**src/rtl/branch_predictor_btb_if.sv**
```systemverilog
// branch_predictor_btb_if: lookup, update and status signals of the branch target buffer
interface branch_predictor_btb_if #(
    parameter int ADDR_W = 32,
    parameter int CNT_W  = 16
);
    logic              lk_pc_valid_unused;
    logic [ADDR_W-1:0] lk_pc;
    logic              pred_taken;
    logic [ADDR_W-1:0] pred_target;
    logic              upd_valid;
    logic [ADDR_W-1:0] upd_pc;
    logic              upd_taken;
    logic [ADDR_W-1:0] upd_target;
    logic              upd_pred_taken;
    logic [ADDR_W-1:0] upd_pred_target;
    logic              flush;
    logic              mispredict;
    logic [CNT_W-1:0]  mispredict_cnt;

    modport master (
        output lk_pc, upd_valid, upd_pc, upd_taken, upd_target,
               upd_pred_taken, upd_pred_target, flush,
        input  pred_taken, pred_target, mispredict, mispredict_cnt
    );

    modport slave (
        input  lk_pc, upd_valid, upd_pc, upd_taken, upd_target,
               upd_pred_taken, upd_pred_target, flush,
        output pred_taken, pred_target, mispredict, mispredict_cnt
    );
endinterface

```
**src/rtl/branch_predictor_btb.sv**
```systemverilog
// branch_predictor_btb: direct-mapped BTB with 2-bit counters and a saturating mispredict counter
module branch_predictor_btb #(
    parameter int ADDR_W  = 32,
    parameter int ENTRIES = 16,
    parameter int CNT_W   = 16
) (
    input logic                   clk,
    input logic                   rst_n,
    branch_predictor_btb_if.slave bus
);
    localparam int IDX_W = $clog2(ENTRIES);
    localparam int TAG_W = ADDR_W - IDX_W - 2;

    logic [ENTRIES-1:0] r_valid;
    logic [TAG_W-1:0]   r_tag    [ENTRIES];
    logic [ADDR_W-1:0]  r_target [ENTRIES];
    logic [1:0]         r_cnt    [ENTRIES];
    logic               r_mis;
    logic [CNT_W-1:0]   r_mis_cnt;

    logic [IDX_W-1:0] w_lk_idx;
    logic [IDX_W-1:0] w_up_idx;
    logic [TAG_W-1:0] w_lk_tag;
    logic [TAG_W-1:0] w_up_tag;
    logic             w_lk_hit;
    logic             w_up_hit;
    logic             w_mis;
    logic [1:0]       w_cnt_nxt;
    logic             w_unused;

    assign w_lk_idx = bus.lk_pc[IDX_W+1:2];
    assign w_lk_tag = bus.lk_pc[ADDR_W-1:IDX_W+2];
    assign w_up_idx = bus.upd_pc[IDX_W+1:2];
    assign w_up_tag = bus.upd_pc[ADDR_W-1:IDX_W+2];
    assign w_unused = ^{bus.lk_pc[1:0], bus.upd_pc[1:0]};

    // Lookup reads registered state only, so a same-cycle update is never bypassed
    always_comb begin
        w_lk_hit        = r_valid[w_lk_idx] && (r_tag[w_lk_idx] == w_lk_tag);
        bus.pred_taken  = w_lk_hit && r_cnt[w_lk_idx][1];
        bus.pred_target = bus.pred_taken ? r_target[w_lk_idx] : '0;
    end

    // Update-side hit, counter step and mispredict condition
    always_comb begin
        w_up_hit  = r_valid[w_up_idx] && (r_tag[w_up_idx] == w_up_tag);
        w_cnt_nxt = bus.upd_taken ? ((r_cnt[w_up_idx] == 2'd3) ? 2'd3 : r_cnt[w_up_idx] + 2'd1)
                                  : ((r_cnt[w_up_idx] == 2'd0) ? 2'd0 : r_cnt[w_up_idx] - 2'd1);
        w_mis     = bus.upd_valid && ((bus.upd_pred_taken != bus.upd_taken) ||
                    (bus.upd_taken && (bus.upd_target != bus.upd_pred_target)));
    end

    // Table maintenance and mispredict accounting; flush overrides the update but not the accounting
    always_ff @(posedge clk or negedge rst_n) begin
        if (!rst_n) begin
            r_valid   <= '0;
            r_tag     <= '{default: '0};
            r_target  <= '{default: '0};
            r_cnt     <= '{default: '0};
            r_mis     <= 1'b0;
            r_mis_cnt <= '0;
        end else begin
            r_mis <= w_mis;
            if (w_mis && (r_mis_cnt != '1))
                r_mis_cnt <= r_mis_cnt + 1'b1;
            if (bus.flush) begin
                r_valid <= '0;
            end else if (bus.upd_valid) begin
                if (w_up_hit) begin
                    r_cnt[w_up_idx] <= w_cnt_nxt;
                    if (bus.upd_taken)
                        r_target[w_up_idx] <= bus.upd_target;
                end else if (bus.upd_taken) begin
                    r_valid[w_up_idx]  <= 1'b1;
                    r_tag[w_up_idx]    <= w_up_tag;
                    r_target[w_up_idx] <= bus.upd_target;
                    r_cnt[w_up_idx]    <= 2'd2;
                end
            end
        end
    end

    assign bus.mispredict     = r_mis;
    assign bus.mispredict_cnt = r_mis_cnt;
endmodule

```
**src/flat_wrapper.sv**
```systemverilog
// flat-port wrapper written by rule: the top's interface ports become plain ports
module branch_predictor_btb_flat 
#(
    parameter int ADDR_W  = 32,
    parameter int ENTRIES = 16,
    parameter int CNT_W   = 16
)
  (clk, rst_n, bus_lk_pc, bus_upd_valid, bus_upd_pc, bus_upd_taken, bus_upd_target, bus_upd_pred_taken, bus_upd_pred_target, bus_flush, bus_pred_taken, bus_pred_target, bus_mispredict, bus_mispredict_cnt);
  branch_predictor_btb_if #(.ADDR_W(ADDR_W), .CNT_W(CNT_W)) bus_i ();
  input logic clk;
  input logic rst_n;
  input wire logic [$bits(bus_i.lk_pc)-1:0] bus_lk_pc;
  input wire logic [$bits(bus_i.upd_valid)-1:0] bus_upd_valid;
  input wire logic [$bits(bus_i.upd_pc)-1:0] bus_upd_pc;
  input wire logic [$bits(bus_i.upd_taken)-1:0] bus_upd_taken;
  input wire logic [$bits(bus_i.upd_target)-1:0] bus_upd_target;
  input wire logic [$bits(bus_i.upd_pred_taken)-1:0] bus_upd_pred_taken;
  input wire logic [$bits(bus_i.upd_pred_target)-1:0] bus_upd_pred_target;
  input wire logic [$bits(bus_i.flush)-1:0] bus_flush;
  output wire logic [$bits(bus_i.pred_taken)-1:0] bus_pred_taken;
  output wire logic [$bits(bus_i.pred_target)-1:0] bus_pred_target;
  output wire logic [$bits(bus_i.mispredict)-1:0] bus_mispredict;
  output wire logic [$bits(bus_i.mispredict_cnt)-1:0] bus_mispredict_cnt;
  assign bus_i.lk_pc = bus_lk_pc;
  assign bus_i.upd_valid = bus_upd_valid;
  assign bus_i.upd_pc = bus_upd_pc;
  assign bus_i.upd_taken = bus_upd_taken;
  assign bus_i.upd_target = bus_upd_target;
  assign bus_i.upd_pred_taken = bus_upd_pred_taken;
  assign bus_i.upd_pred_target = bus_upd_pred_target;
  assign bus_i.flush = bus_flush;
  assign bus_pred_taken = bus_i.pred_taken;
  assign bus_pred_target = bus_i.pred_target;
  assign bus_mispredict = bus_i.mispredict;
  assign bus_mispredict_cnt = bus_i.mispredict_cnt;
  branch_predictor_btb #(.ADDR_W(ADDR_W), .ENTRIES(ENTRIES), .CNT_W(CNT_W)) u_core (.clk(clk), .rst_n(rst_n), .bus(bus_i));
endmodule
```
**config.mk**
```make
export PLATFORM = sky130hd
export DESIGN_NAME = branch_predictor_btb_flat
export DESIGN_NICKNAME = d
export VERILOG_FILES = /design/src/rtl/branch_predictor_btb_if.sv /design/src/rtl/branch_predictor_btb.sv /design/src/flat_wrapper.sv
export SDC_FILE = /design/constraint.sdc
export NUM_CORES = 2
export LEC_CHECK = 0
export CORE_MARGIN = 1.5
export CORE_UTILIZATION = 56
export DETAILED_ROUTE_END_ITERATION = 12
export PLACE_DENSITY = 0.77
export SLEW_MARGIN = 15
export SYNTH_ARGS = -nofsm -noshare
export SYNTH_HDL_FRONTEND = slang
export SYNTH_SLANG_ARGS = --single-unit
```
**constraint.sdc**
```tcl
create_clock -name clk -period 4.8 [get_ports clk]
set_input_delay 0.96 -clock clk [delete_from_list [all_inputs] [get_ports clk]]
set_output_delay 0.96 -clock clk [all_outputs]
set_load 0.005 [all_outputs]
```
* Word-level counts from Yosys, hierarchy flattened
Index checks and enable logic that the tools add are counted.
Cells by class: divide/modulo/power cells 0, mux-type cells 40, shift operators 0, $lt $le $gt $ge 6, reduce and logical (&&, ||, !) cells 17, eq/ne operators 7, multipliers 0, $add $sub $neg 3, bitwise logic cells 8
Operators by type and width (count):
- $bwmux 512 | 1
- $bwmux 416 | 1
- $bmux 26 s4 | 2
- $mux 32 | 6
- $mux 26 | 5
- $bmux 32 s4 | 1
- $demux 32 s4 | 1
- $demux 26 s4 | 1
- $mux 16 | 4
- $eq 26x26->1 | 2
- $bwmux 32 | 1
- $ne 32x32->1 | 1
- $or 16x16->16 | 2
- $add 16x1->16 const B | 1
- $and 16x16->16 | 1
- $bmux 2 s4 | 2
- $mux 2 | 8
- $ne 16x16->1 const B | 1
- $not 16->16 | 1
- $ge 5x5->1 const B | 2
- $lt 4x5->1 const B | 2
- $not 4->5 | 2
- $reduce_and 3->1 | 3
- $bmux 1 s4 | 2
- 16 further kinds | 28
Word-level totals: ROM bits 0, output and inout bits 50, flip-flop bits (word level) 993, bits of input ports 134, memory bits (writable) 0, bits in latches 0, memories kept 0

* Logic depth before layout (Yosys ltp)
depth in word-level cells 9, gate-level depth with buffers 16

* Least setup slack after synthesis
Ideal clock, no wire load.
path type input-to-output, from in bus_lk_pc[2], to out bus_pred_target[10], buffers on the path 4, data required time 3.840 ns, stages on the path 10, slack -0.144 ns, data arrival time 3.984 ns, path through clkbuf_1 buf_2 buf_1 mux4_2 mux4_2 xor2_1 nor4_1 nand4_1 clkbuf_1 nor2b_1
Between the ends: cells in the longest elaborated chain, start to end 8, elaborated cells on any way between the ends 16
RTL lines:
- start, declared | line flat_wrapper.sv:12 | input wire logic [$bits(bus_i.lk_pc)-1:0] bus_lk_pc;
- $not 4->5 (not written as such) | line branch_predictor_btb.sv:39, branch_predictor_btb.sv:40, branch_predictor_btb.sv:41
- $bmux 26 s4 | line branch_predictor_btb.sv:39 | w_lk_hit = r_valid[w_lk_idx] && (r_tag[w_lk_idx] == w_lk_tag);
- $mux 26 (not written as such) (2 in a row) | line branch_predictor_btb.sv:39
- $eq 26x26->1 | line branch_predictor_btb.sv:39
- $logic_and 1x1->1 | line branch_predictor_btb.sv:39
- $logic_and 1x1->1 | line branch_predictor_btb.sv:40 | bus.pred_taken = w_lk_hit && r_cnt[w_lk_idx][1];
- $mux 32 (*) | line branch_predictor_btb.sv:41 | bus.pred_target = bus.pred_taken ? r_target[w_lk_idx] : '0;
- end, declared | line flat_wrapper.sv:21 | output wire logic [$bits(bus_i.pred_target)-1:0] bus_pred_target;
Mark *: on every way between the ends. The rest lies on a longest branch, timed or not. The select of a mux whose other input is x is not followed.

* Final worst setup path
from in bus_lk_pc[2], to out bus_pred_target[28]
The elaborated chain is that of the path after synthesis.

==> flow_summary.json <==
{
  "floorplan.initialDensity_pct": 56.6,
  "synth.yosys.seq_area_share_pct": 48.7,
  "number_of_hold_violations_in_the_final_report": 0,
  "cp.arrival_ns": 3.92,
  "worst_clock_skew_ns": 0.0223,
  "cts_root_buf": "sky130_fd_sc_hd__clkbuf_16",
  "dp_cells": 4603,
  "tns_ns": -1.19,
  "final-instance-count-excl-fill": 4818,
  "fp.dieH_um": 305,
  "drt_wl_total_um": 144000,
  "worst-r2r-setup-slack_ns": 0.49,
  "dp_worst_setup_slack_ns": -0.730,
  "design_area_um2": 59500,
  "final.fill_count": 5974,
  "final_util_pct": 66.0,
  "final_layout_size_suffix_gt1_share_pct": 50.3,
  "synth_fa_ha_area_share_pct": 0.0638,
  "cts.sink_count": 993,
  "multiInputGateArea_um2": 24700,
  "clock.fmax_ghz": 0.205,
  "cp-start-kind": "input pin",
  "power_leakage_nw": 27.2,
  "multiplexer_area_fraction_after_synthesis_pct": 39.9,
  "synth_top_family_by_area": "multiplexers",
  "syn-mean-instance-area_um2": 15.4,
  "die_w_um": 305,
  "synth_warnings": 0,
  "path_cells": "buf_16, buf_4, buf_16, mux4_2, mux4_2, xnor2_1, nand4_1, nor3_2, nand4_1, buf_6, buf_8, buf_12, nor2b_1, buf_2",
  "synth_top_flop_cell": "sky130_fd_sc_hd__dfrtp_1",
  "cp_top_family": "buffers and inverters",
  "slowest_delay_ns": 0.51,
  "grt.total_usage_pct": 31.5,
  "cp_data_required_time_ns": 3.84,
  "post_cts_clock_slew_at_the_launch_and_capture_registers_of_the_worst_setup_and_hold_paths_ns": 0.06,
  "max-cap-violations": 0,
  "criticalPathCategory": "in -> out",
  "worst_path_max_delay_cell": "sky130_fd_sc_hd__mux4_2",
  "critical_path.reg2reg.startpoint": "u_core.r_tag[33]$_DFFE_PN0P_",
  "layout.area.seq_um2": 24800,
  "io_buffers": 179,
  "finalPower_mw": 22.3,
  "maxSlewHeadroom_pct": 34.7,
  "power.net_switching_mw": 5.72,
  "avgViaCountPerCell": 6.69,
  "power_density_nw_per_um2": 374,
  "synth_compound_area_share_pct": 2.96,
  "finalWorstPathRequiredPeriod_ns": 4.88,
  "crit_path_max_fanout": 10,
  "routed-via-count": 32200,
  "max-clock-path-buffers": 3,
  "run_status": "finished, violations left",
  "pin_count_of_the_biggest_net_entering_global_routing": 137,
  "grt_pass1_vias": 34700,
  "synthCells": 3314,
  "yosys.area_share.simple_pct": 3.11,
  "hold-worst-slack_ns": 0.354,
  "number_of_antenna_violations_at_the_first_check_in_global_routing": 1,
  "post_synth_instance_area_um2": 51000,
  "post_detail_place_hpwl_um": 89400,
  "route.detailed.drc": 0,
  "setup_viol": 24,
  "cts_hold_buffers": 0,
  "first_pass_iters": 7,
  "power.ir.vdd_worst_mv": 0.286,
  "postSynthRegisterBits": 993,
  "worstPathBufferInverterCount": 7,
  "antenna_nets_post_route": 0,
  "placed_cell_area_um2": 55400,
  "seqPwrFrac_pct": 46.1,
  "areaGrowthSynthToFinish_pct": 16.7,
  "worst-slew-pin-transition_ns": 0.955,
  "final.setup.worst_slack_ns": -0.0799,
  "power_switching_share_pct": 25.7,
  "power_frac_clock_pct": 36.7,
  "grt_pass1_wl_um": 221000,
  "reg2reg_to": "u_core.r_tag[27]$_DFFE_PN0P_",
  "final-max-slew-violation-count": 0,
  "final_layout_net_count": 3695,
  "worst_r2r_path_depth": 11,
  "boundaryPins": 184,
  "tritoncts_clock_tree": "built",
  "synth.lib_cells_used.distinct": 73,
  "gpl.final_weighted_congestion": 0.904,
  "first_iter_violations": 3565,
  "power.share.combinational_pct": 17.2,
  "failed_checks": "negative setup slack",
  "cts_made_buffers": 101,
  "synth-async-reset-ratio_pct": 100,
  "hold_path_class": "in -> async",
  "synth_xor_xnor_area_share_pct": 1.68,
  "part_of_the_cycle_the_worst_path_needs_pct": 102,
  "die_area_um2": 92900,
  "core_area_um2": 90100,
  "synth_edf_count": 0,
  "clock_tree.htree_level_count": 3,
  "power.internal_mw": 16.6,
  "rsz0062_at_grt": "yes",
  "detail_route.wl_per_cell_um": 29.9,
  "synth_nets": 3449,
  "aggregate_global_routing_overflow": 0,
  "critPathCaptureType": "output pin",
  "std_cell_rows": 110,
  "clock_insertion_delay_worst_skew_ns": 0.68
}
==> state kept, by name, summed over array words and instances (netlist names) <==
name                       count
u_core.r_cnt                  32
u_core.r_target              512
u_core.r_tag                 416
u_core.bus.mispredict          1
u_core.r_valid                16
u_core.bus.mispredict_cnt     16
==> worst reg2reg max path, delay by kind of cell, from the launching register on <==
kind            cells  cell delay, ns
compound gates      5            1.61
simple gates        1            0.59
mux                 2            0.87
buf+inv             3            0.71
flops               1            0.42
==> layout by cell type, fill, tap and decap left out, types with 30 or more instances in the layout <==
cell type,netlist,final
sky130_fd_sc_hd__mux2_4,171,171
sky130_fd_sc_hd__mux2i_1,47,47
sky130_fd_sc_hd__inv_1,42,42
sky130_fd_sc_hd__buf_12,20,69
sky130_fd_sc_hd__xnor2_1,44,36
sky130_fd_sc_hd__mux2_1,43,43
sky130_fd_sc_hd__clkbuf_8,0,30
sky130_fd_sc_hd__buf_4,5,167
sky130_fd_sc_hd__dfrtp_1,993,993
sky130_fd_sc_hd__mux4_2,393,393
sky130_fd_sc_hd__o21ai_0,33,33
sky130_fd_sc_hd__clkdlybuf4s50_1,0,138
sky130_fd_sc_hd__xor2_1,54,51
sky130_fd_sc_hd__nand2_1,141,140
sky130_fd_sc_hd__clkbuf_16,0,103
sky130_fd_sc_hd__nor2_1,47,30
sky130_fd_sc_hd__mux2_2,705,705
==> worst max path at each step <==
stage	startpoint	endpoint	slack [ns]	cells after the start
2_1_floorplan	bus_lk_pc[2]	bus_pred_target[10]	0.01	11
3_3_place_gp	bus_lk_pc[2]	bus_pred_target[10]	-0.65	11
3_5_place_dp	bus_lk_pc[2]	bus_pred_target[15]	-0.73	11
4_1_cts	bus_lk_pc[2]	bus_pred_target[6]	-0.1	15
5_1_grt	bus_lk_pc[2]	bus_pred_target[28]	-0.11	14
6_report	bus_lk_pc[2]	bus_pred_target[28]	-0.08	14
==> kinds of logic after synthesis <==
logic type               count (synthesis)
AO/OA/AOI/OAI                          191
XOR/XNOR                                98
adder cells (fa/ha/maj)                  3
buffers and inverters                  341
flip-flops                             993
multiplexers                          1360
AND/OR/NAND/NOR                        328
==> cells in the mapped netlist, drive strengths merged, types with 3 or more instances <==
library cell	instances	area, µm²
dfrtp	993	24800
mux2	919	11000
mux4	394	8880
clkbuf	184	691
nand2	141	529
buf	114	967
xor2	54	473
nor2	48	183
o21ai	48	409
mux2i	47	470
xnor2	44	385
inv	42	158
nor2b	38	238
a21oi	24	120
a311oi	21	184
o22ai	21	131
nand4	18	113
nor3	17	85.1
nand3	15	75.1
a31o	14	123
nor4	14	93.8
nand2b	11	68.8
a41oi	8	70.1
a22o	7	61.3
o211ai	7	52.6
a221oi	6	65.1
a22oi	5	37.5
and2	5	31.3
and3	4	25.0
or3	4	30.0
a21o	3	22.5
a31oi	3	18.8
o221ai	3	26.3
or2	3	18.8
or4	3	26.3
==> power groups by stage <==
stage	clock (mW)	combinational, mW	sequential [mW]
6_report	8.18	3.84	10.3
5_1_grt	8.60	4.08	10.4
4_1_cts	8.25	3.82	10.2
3_5_place_dp	0	3.71	10.4
3_3_place_gp	0	3.57	10.2
2_1_floorplan	0	2.62	10.1
==> repair_timing <==
action | CTS | global route
cloned | 12 | 2
pin swaps | 12 | 8
setup buffers | 11 | 11
gates resized for setup | 192 | 22
setup endpoints to repair | 33 | 33
==> cell type report <==
class / count / area share [%]
Sequential cell: 993 / 41.7
Timing Repair Buffer: 441 / 8.15
Multi-Input combinational cell: 1980 / 41.6
Tap cell: 1176 / 2.47
Clock inverter: 37 / 0.788
Antenna cell: 2 / 0.00841
Clock buffer: 146 / 5.02
Inverter: 43 / 0.271
==> metal layers <==
layer  vias up  wire length (µm)  part of all wire (%)  GRT usage, %
met3       394             11200                   7.8          6.20
met5         -                 0                     0             0
met1     17200             57600                    40          42.9
met4         0              6420                   4.5          13.4
met2      1580             68900                    48          49.8
li1      13000                 -                     -             -
(Power assumes the default switching activity.)
